`config.mk`:
```
export PLATFORM = sky130hd
export DESIGN_NAME = dsi_lane_scheduler
export DESIGN_NICKNAME = d
export VERILOG_FILES = /design/src/rtl/dsi_pkg.sv /design/src/rtl/dsi_sched_eof_mask.sv /design/src/rtl/dsi_lane_scheduler.sv
export SDC_FILE = /design/constraint.sdc
export NUM_CORES = 1
export LEC_CHECK = 0
export ABC_AREA = 1
export CORE_UTILIZATION = 47
export CTS_CLUSTER_SIZE = 10
export DETAILED_ROUTE_END_ITERATION = 7
export PLACE_DENSITY = 0.87
export SLEW_MARGIN = 20
export SYNTH_ARGS = -nofsm -noshare
export SYNTH_HDL_FRONTEND = slang
export SYNTH_SLANG_ARGS = --single-unit
```
`constraint.sdc`:
```
create_clock -name clk_base -period 3.25 [get_ports clk_base]
set_clock_uncertainty 0.15 [all_clocks]
set_input_delay 0.4875 -clock clk_base [delete_from_list [all_inputs] [get_ports clk_base]]
set_output_delay 0.4875 -clock clk_base [all_outputs]
set_load 0.02 [all_outputs]
```
`src/rtl/dsi_pkg.sv`:
```
// Shared types and helpers for the DSI lane scheduler: state encoding, lane count,
// byte-count decode and lane masks.
package dsi_pkg;

    localparam int LANES         = 4;
    localparam int GUARD_DEFAULT = 8;
    localparam int UCNT_DEFAULT  = 16;

    typedef enum logic [1:0] {
        IDLE       = 2'd0,
        STREAM     = 2'd1,
        WAIT_START = 2'd2,
        WAIT_END   = 2'd3
    } sched_state_t;

    // s_bytes encoding: 0 means a full word.
    function automatic logic [2:0] decode_nb(input logic [1:0] bytes);
        return (bytes == 2'b00) ? 3'd4 : {1'b0, bytes};
    endfunction

    // Bit i set when lane i lies at or above the valid byte count.
    function automatic logic [LANES-1:0] lanes_at_or_above(input logic [2:0] nb);
        logic [LANES-1:0] m;
        for (int i = 0; i < LANES; i++) begin
            m[i] = (i >= int'(nb));
        end
        return m;
    endfunction

endpackage

```
`src/rtl/dsi_sched_eof_mask.sv`:
```
// Per-lane write/eof/dummy masks for the word held in the scheduler's holding register.
module dsi_sched_eof_mask
    import dsi_pkg::*;
(
    input  logic [2:0]       nb,
    input  logic             first_word,
    input  logic             h_last,
    output logic [LANES-1:0] write_mask,
    output logic [LANES-1:0] eof_mask,
    output logic [LANES-1:0] dummy_mask
);

    always_comb begin
        write_mask = '1;
        eof_mask   = '0;
        dummy_mask = '0;
        if (h_last) begin
            for (int i = 0; i < LANES; i++) begin
                if (i < int'(nb)) begin
                    eof_mask[i] = 1'b1;
                end else if (first_word) begin
                    // Single-word frame: unused lanes still need a frame, so send a dummy.
                    eof_mask[i]   = 1'b1;
                    dummy_mask[i] = 1'b1;
                end else begin
                    // This lane already got its eof on the previous word.
                    write_mask[i] = 1'b0;
                end
            end
        end
    end

endmodule

```
`src/rtl/dsi_lane_scheduler.sv`:
```
// Splits a 32-bit packet stream across four DSI lanes with one word of lookahead.
// Optional underrun counter: define DSI_SCHED_UNDERRUN_CNT_EN.
//
// state      | meaning
// IDLE       | ready for the first word of a frame
// STREAM     | holding register loaded; issue when all lanes ready and lookahead known
// WAIT_START | last word issued; wait for any lane to go active, or guard timeout
// WAIT_END   | wait for every lane to return to LP stop
module dsi_lane_scheduler
    import dsi_pkg::*;
#(
    parameter int GUARD_CYCLES = GUARD_DEFAULT
`ifdef DSI_SCHED_UNDERRUN_CNT_EN
    ,
    parameter int UCNT_W = UCNT_DEFAULT
`endif
) (
    input  logic              clk_base,
    input  logic              reset_n,
    input  logic [31:0]       s_data,
    input  logic              s_valid,
    output logic              s_ready,
    input  logic              s_last,
    input  logic [1:0]        s_bytes,
    input  logic              s_hs,
    output logic [31:0]       lane_data,
    output logic [LANES-1:0]  lane_write,
    output logic [LANES-1:0]  lane_eof,
    output logic [LANES-1:0]  lane_dummy,
    output logic              lane_type,
    input  logic [LANES-1:0]  lane_ready,
    input  logic [LANES-1:0]  lane_active,
    output logic              busy
`ifdef DSI_SCHED_UNDERRUN_CNT_EN
    ,
    output logic [UCNT_W-1:0] underrun_cnt
`endif
);

    localparam int GW = (GUARD_CYCLES > 1) ? $clog2(GUARD_CYCLES) : 1;
    localparam logic [GW-1:0] GUARD_LAST = GW'(GUARD_CYCLES - 1);

    sched_state_t     state, state_nxt;
    logic             run_en;
    logic [31:0]      h_data;
    logic             h_last;
    logic [2:0]       h_nb;
    logic             first_word;
    logic [GW-1:0]    guard_cnt;
    logic             all_rdy;
    logic             take;
    logic [LANES-1:0] m_write, m_eof, m_dummy;

    assign all_rdy = &lane_ready;
    assign take    = s_valid && s_ready;
    assign busy    = (state != IDLE);

    dsi_sched_eof_mask u_eof_mask (
        .nb         (h_nb),
        .first_word (first_word),
        .h_last     (h_last),
        .write_mask (m_write),
        .eof_mask   (m_eof),
        .dummy_mask (m_dummy)
    );

    always_comb begin
        state_nxt  = state;
        s_ready    = 1'b0;
        lane_data  = '0;
        lane_write = '0;
        lane_eof   = '0;
        lane_dummy = '0;
        case (state)
            IDLE: begin
                s_ready = run_en;
                if (run_en && s_valid) state_nxt = STREAM;
            end
            STREAM: begin
                if (all_rdy && h_last) begin
                    lane_data  = h_data;
                    lane_write = m_write;
                    lane_eof   = m_eof;
                    lane_dummy = m_dummy;
                    state_nxt  = WAIT_START;
                end else if (all_rdy && s_valid) begin
                    // Lanes above the lookahead word's byte count end in this word.
                    lane_data  = h_data;
                    lane_write = m_write;
                    lane_eof   = s_last ? lanes_at_or_above(decode_nb(s_bytes)) : '0;
                    s_ready    = 1'b1;
                end
            end
            WAIT_START: begin
                if (|lane_active || guard_cnt == GUARD_LAST) state_nxt = WAIT_END;
            end
            WAIT_END: begin
                if (lane_active == '0) state_nxt = IDLE;
            end
            default: state_nxt = IDLE;
        endcase
    end

    always_ff @(posedge clk_base or negedge reset_n) begin
        if (!reset_n) begin
            state      <= IDLE;
            run_en     <= 1'b0;
            h_data     <= '0;
            h_last     <= 1'b0;
            h_nb       <= 3'd4;
            first_word <= 1'b0;
            lane_type  <= 1'b0;
            guard_cnt  <= '0;
        end else begin
            state  <= state_nxt;
            run_en <= 1'b1;
            if (take) begin
                h_data     <= s_data;
                h_last     <= s_last;
                h_nb       <= s_last ? decode_nb(s_bytes) : 3'd4;
                first_word <= (state == IDLE);
                if (state == IDLE) lane_type <= s_hs;
            end
            if (state == WAIT_START && state_nxt == WAIT_START) begin
                guard_cnt <= guard_cnt + 1'b1;
            end else begin
                guard_cnt <= '0;
            end
        end
    end

`ifdef DSI_SCHED_UNDERRUN_CNT_EN
    always_ff @(posedge clk_base or negedge reset_n) begin
        if (!reset_n) begin
            underrun_cnt <= '0;
        end else if (state == STREAM && all_rdy && !h_last && !s_valid
                     && underrun_cnt != '1) begin
            underrun_cnt <= underrun_cnt + 1'b1;
        end
    end
`endif

endmodule

```
* Word-level counts from Yosys, hierarchy flattened *
Cells that the tools add are included.

storage, ports and cells
  input bits = 47
  bits in latches = 0
  memory bits (read-only) = 0
  logic and storage cells = 70
  flip-flop bits (word level) = 44
  memories = 0
  memory bits (writable) = 0

cells by class
  muxes and demuxes = 35
  bitwise gates (word level) = 0
  add/subtract/negate cells = 1
  multiply operators = 0
  shift-type cells = 0
  reductions and logical operators = 13
  magnitude comparators = 8
  divide/modulo/power cells = 0
  equal/unequal tests = 5

operators with widths
  cell                   number
  $mux W32               3
  $mux W4                12
  $mux W1                11
  $mux W3                3
  $mux W2                4
  $pmux W2 S4            1
  $eq A2 B2 Y1 const B   3
  $ge A1 B3 Y1 const A   2
  $ge A2 B3 Y1 const A   2
  $lt A1 B3 Y1 const A   2
  $lt A2 B3 Y1 const A   2
  $logic_and A1 B1 Y1    5
  $logic_not A2 Y1       2
  $logic_not A4 Y1       1
  $reduce_and A4 Y1      1
  $reduce_or A4 Y1       1
  $add A3 B1 Y3 const B  1
  $eq A3 B3 Y1 const B   1
  $eq A2 B1 Y1 const B   1
  $pmux W1 S2            1
  $reduce_and A2 Y1      1
  $reduce_bool A2 Y1     1
  $logic_or A1 B1 Y1     1

* Depth between registers and ports, before layout *
  depth in word-level cells = 7
  depth in mapped cells = 9

* Hierarchy *
Synthesis repeated with hierarchy kept, for this count alone.

unflattened totals
  cells, all modules = 341
  area, all modules = 2363.5 µm²

modules (own cells, without submodules)
  module              cells an instance  area each (µm²)  times used
  dsi_lane_scheduler  318                2263.4           1
  dsi_sched_eof_mask  23                 100.1            1

* Least setup slack after synthesis *
No wires, ideal clock.

  kind = in2out
  start point = input port lane_ready[2]
  end point = output port lane_dummy[2]
  arrival time = 1.678 ns
  path slack = 0.934 ns
  required time = 2.612 ns
  cell stages on the path = 6
  cell sequence = nand2_1 -> nor2_4 -> nand3_1 -> nor2_1 -> inv_1 -> a21oi_1

between the ends
  cells in the longest elaborated chain, start to end = 4

ends and longest elaborated chain
  item                 RTL line                  RTL
  start: declaration   dsi_lane_scheduler.sv:31  input logic [LANES-1:0] lane_ready,
  $reduce_and A4 Y1    dsi_lane_scheduler.sv:54  assign all_rdy = &lane_ready;
  $logic_and A1 B1 Y1  dsi_lane_scheduler.sv:80  if (all_rdy && h_last) begin
  $mux W4              dsi_lane_scheduler.sv:80
  $mux W4              dsi_lane_scheduler.sv:74  case (state)
  end: declaration     dsi_lane_scheduler.sv:29  output logic [LANES-1:0] lane_dummy,

Every way passes these cells.

* Worst setup path in the final report *
  start point = input port lane_ready[3]
  end point = output port lane_write[1]

between the ends
  cells in the longest elaborated chain, start to end = 5

ends and longest elaborated chain
  item                   RTL line                  RTL
  $reduce_and A4 Y1 (*)  dsi_lane_scheduler.sv:54
  $logic_and A1 B1 Y1    dsi_lane_scheduler.sv:86  end else if (all_rdy && s_valid) begin
  $mux W4                dsi_lane_scheduler.sv:86
  $mux W4 (*)            dsi_lane_scheduler.sv:80
  $mux W4 (*)            dsi_lane_scheduler.sv:74
  end: declaration       dsi_lane_scheduler.sv:27  output logic [LANES-1:0] lane_write,

Mark *: on every way between the ends. The rest lies on a longest branch, timed or not.

==> out/results.tsv <==
stage	metric	value	unit
floorplanning	FP Rows	25	
placed_design	hpwl dp	3960	um
layout	Post-Route Utilization	0.704	
yosys	main area contributors after synthesis	dfrtp_1, nand2_1, inv_1	
sta	Max Fclk	317	MHz
global_routing	antenna violations before repair	0	
route	drc violations	0	
floorplanning	die area	5370	sq um
yosys	cell taking the most area after synthesis	dfrtp_1	
route	Post-Route WL	5510	um
floorplanning	core box area	4820	sq um
floorplanning	Die X	73.3	um
critical_path	Slowest-stage cell, CP	clkdlybuf4s50_1	
sta	Slew headroom	0.370	
route	TritonRoute pass-1 iters	4	
route	WL per Instance	11.6	um
clock_network	Post-CTS Setup Bufs	0	
yosys	syn avg cell area	7.44	sq um
yosys	Main synth FF type	dfrtp_1	
placed_design	number of port buffers	93	
route	drt via density	4.64	
critical_path	worst reg-to-reg path cell count	9	
floorplanning	starting density of the core	0.496	
floorplanning	IO Pins	94	
critical_path	most used cell, CP	clkdlybuf4s50_1	
clock_network	Root Buffer	clkbuf_8	
sta	Worst-Margin Slew	945	ps
clock_network	Post-CTS Resized	0	
layout	fin nets	460	
yosys	post-synthesis sequential area ratio	0.461	
route	Antenna Nets Post-Route	0	
critical_path	crit path cell chain	clkdlybuf4s50_1 > nand2_1 > nor2_4 > o211ai_4 > a21oi_1 > clkdlybuf4s50_1	
sta	Final Hold Fails	0	
power_and_ir_drop	total power	0.00183	W
yosys	Post-Synthesis Cell Area	2390	sq um
sta	fin crit period	3150	ps
yosys	Post-synth EDFFs	0	
clock_network	Clock transition at path regs	80	ps
critical_path	crit start category	input port	
placed_design	RePlAce Congestion	0.820	
yosys	cells after synthesis	321	
critical_path	CP Max Fanout	37	
yosys	syn_nets	373	
clock_network	CTS sink cnt	44	
sta	sum of negative setup slack	0	ps
yosys	Yosys top cell area share	0.450	
clock_network	Clock Tree Buf Depth	2	
layout	Antenna Cells	0	
global_routing	vias in the first global route	2090	
yosys	top post-synthesis cells by count	nand2_1, inv_1, nor2_1	
sta	max-slew violations	0	
global_routing	pin count of the biggest net entering global routing	45	
power_and_ir_drop	Leak	1.67	nW
yosys	Netlist cell types	25	
global_routing	Overflow after GRT	0	
critical_path	Critical R2R Launch	state[1]	
power_and_ir_drop	Cell Pwr Density	539	nW/um^2
critical_path	FF-to-FF End	h_data[28]	
job	Max Cap Violations	0	
critical_path	max incr delay on CP	660	ps
global_routing	GRT Total Usage	0.224	
route	detailed router's first-iteration violation count	132	
layout	share of cells above drive strength 1	0.0660	
route	Vias	2211	
global_routing	first-pass GRT wire length	9280	um
worst_hold_path	worst hold-check path type	input port to async pin	
clock_network	TritonCTS Buffers	5	
clock_network	clock latency on the worst-skew pair	280	ps
yosys	count leader, synth	nand2_1	
sta	RSZ-0062 raised after global routing	yes	
outcome	outcome	finished, final reports clean	
critical_path	r2r setup slk	970	ps
sta	count of final setup violators	0	
yosys	Synth warnings	0	
critical_path	required time of the critical path	2610	ps
yosys	synthesized flop and latch total	44	
critical_path	critical setup path kind	input port to output pin	
clock_network	htree depth	2	
critical_path	Worst setup EP type	output pin	
critical_path	Critical Path AT	2520	ps
clock_network	hold_buf cts	0	
clock_network	CTS tree	built	
yosys	Post-synth ARST share	1.00	
power_and_ir_drop	VDD IR max	401	uV
sta	period utilisation layout	0.970	
layout	Fillers	412	
floorplanning	die height	73.3	um
layout	Layout area overhead	41.9	%
[critical path: cells and delay by family]
kind            cells  cell delay [ps]
buf+inv             2             1130
simple gates        2              280
compound gates      2              620
[sequential cells by signal, indices dropped and copies added (netlist names)]
name	flops
h_data	32
guard_cnt	3
h_nb	3
state	2
first_word	1
h_last	1
lane_type	1
run_en	1
[how the worst max path moves through the flow]
stage	slack (ps)	startpoint	cells past startpoint	endpoint
2_1_floorplan	930	lane_ready[2]	6	lane_dummy[2]
3_3_place_gp	220	lane_ready[2]	8	lane_dummy[2]
3_5_place_dp	90	lane_ready[3]	6	lane_write[1]
4_1_cts	90	lane_ready[3]	6	lane_write[1]
5_1_grt	-30	lane_ready[3]	8	lane_dummy[2]
6_report	100	lane_ready[3]	6	lane_write[1]
[power by group]
| part | internal (W) | switching, W |
|---|---|---|
| combinational | 0.000223 | 0.000319 |
| clock | 0.000173 | 0.000174 |
| sequential | 0.000783 | 0.000156 |
[kinds of logic (layout without fill, tap and decap cells)]
family                     count (synthesis)  in the layout  synth area share
buffers and inverters                     67            155             0.132
DFF                                       44             44             0.461
AOI/OAI and AO/OA                          9              9            0.0236
other                                      1              1           0.00157
and+or+nand+nor                          195            195             0.355
adders and majority gates                  5              5            0.0262
[placed cells by master (no fill, tap or decap), drive strengths merged]
cell type and instances:
nand2 98, clkdlybuf4s50 91, inv 52, nor2 52, dfrtp 43, nand3 41, clkbuf 7, ha 5
a21oi 4, buf 4, o21ai 3, nor4 1, o2111ai 1, nand4 1, o211ai 1, or2 1
nor3 1, clkinvlp 1, dfstp 1, conb 1
[through the flow]
step	hold WS, ps	area, sq um	instances	worst slack [ps]
floorplan	41.9	2390	321	934
CTS	224	3390	476	91.0
global placement	271	3300	468	222
finish	192	3390	476	96.5
detailed placement	274	3300	468	94.7
global route	280	3390	476	-31.4
[area by class of cell]
class | instances | area, sq um | share of cell area
timing repair buffer | 95 | 936 | 0.276
tap | 67 | 83.8 | 0.0247
clock inverter | 1 | 7.51 | 0.00221
sequential | 44 | 1100 | 0.325
multi-input combinational | 210 | 981 | 0.289
inverter | 52 | 195 | 0.0575
clock buffer | 7 | 86.3 | 0.0255
[metal layers]
metal | part of all wire | track usage
met5 | 0 | 0
met4 | 0.0094 | 0.0684
met3 | 0.048 | 0.0370
met2 | 0.52 | 0.399
met1 | 0.42 | 0.278
Note: power is estimated with default switching activity, not from simulation.
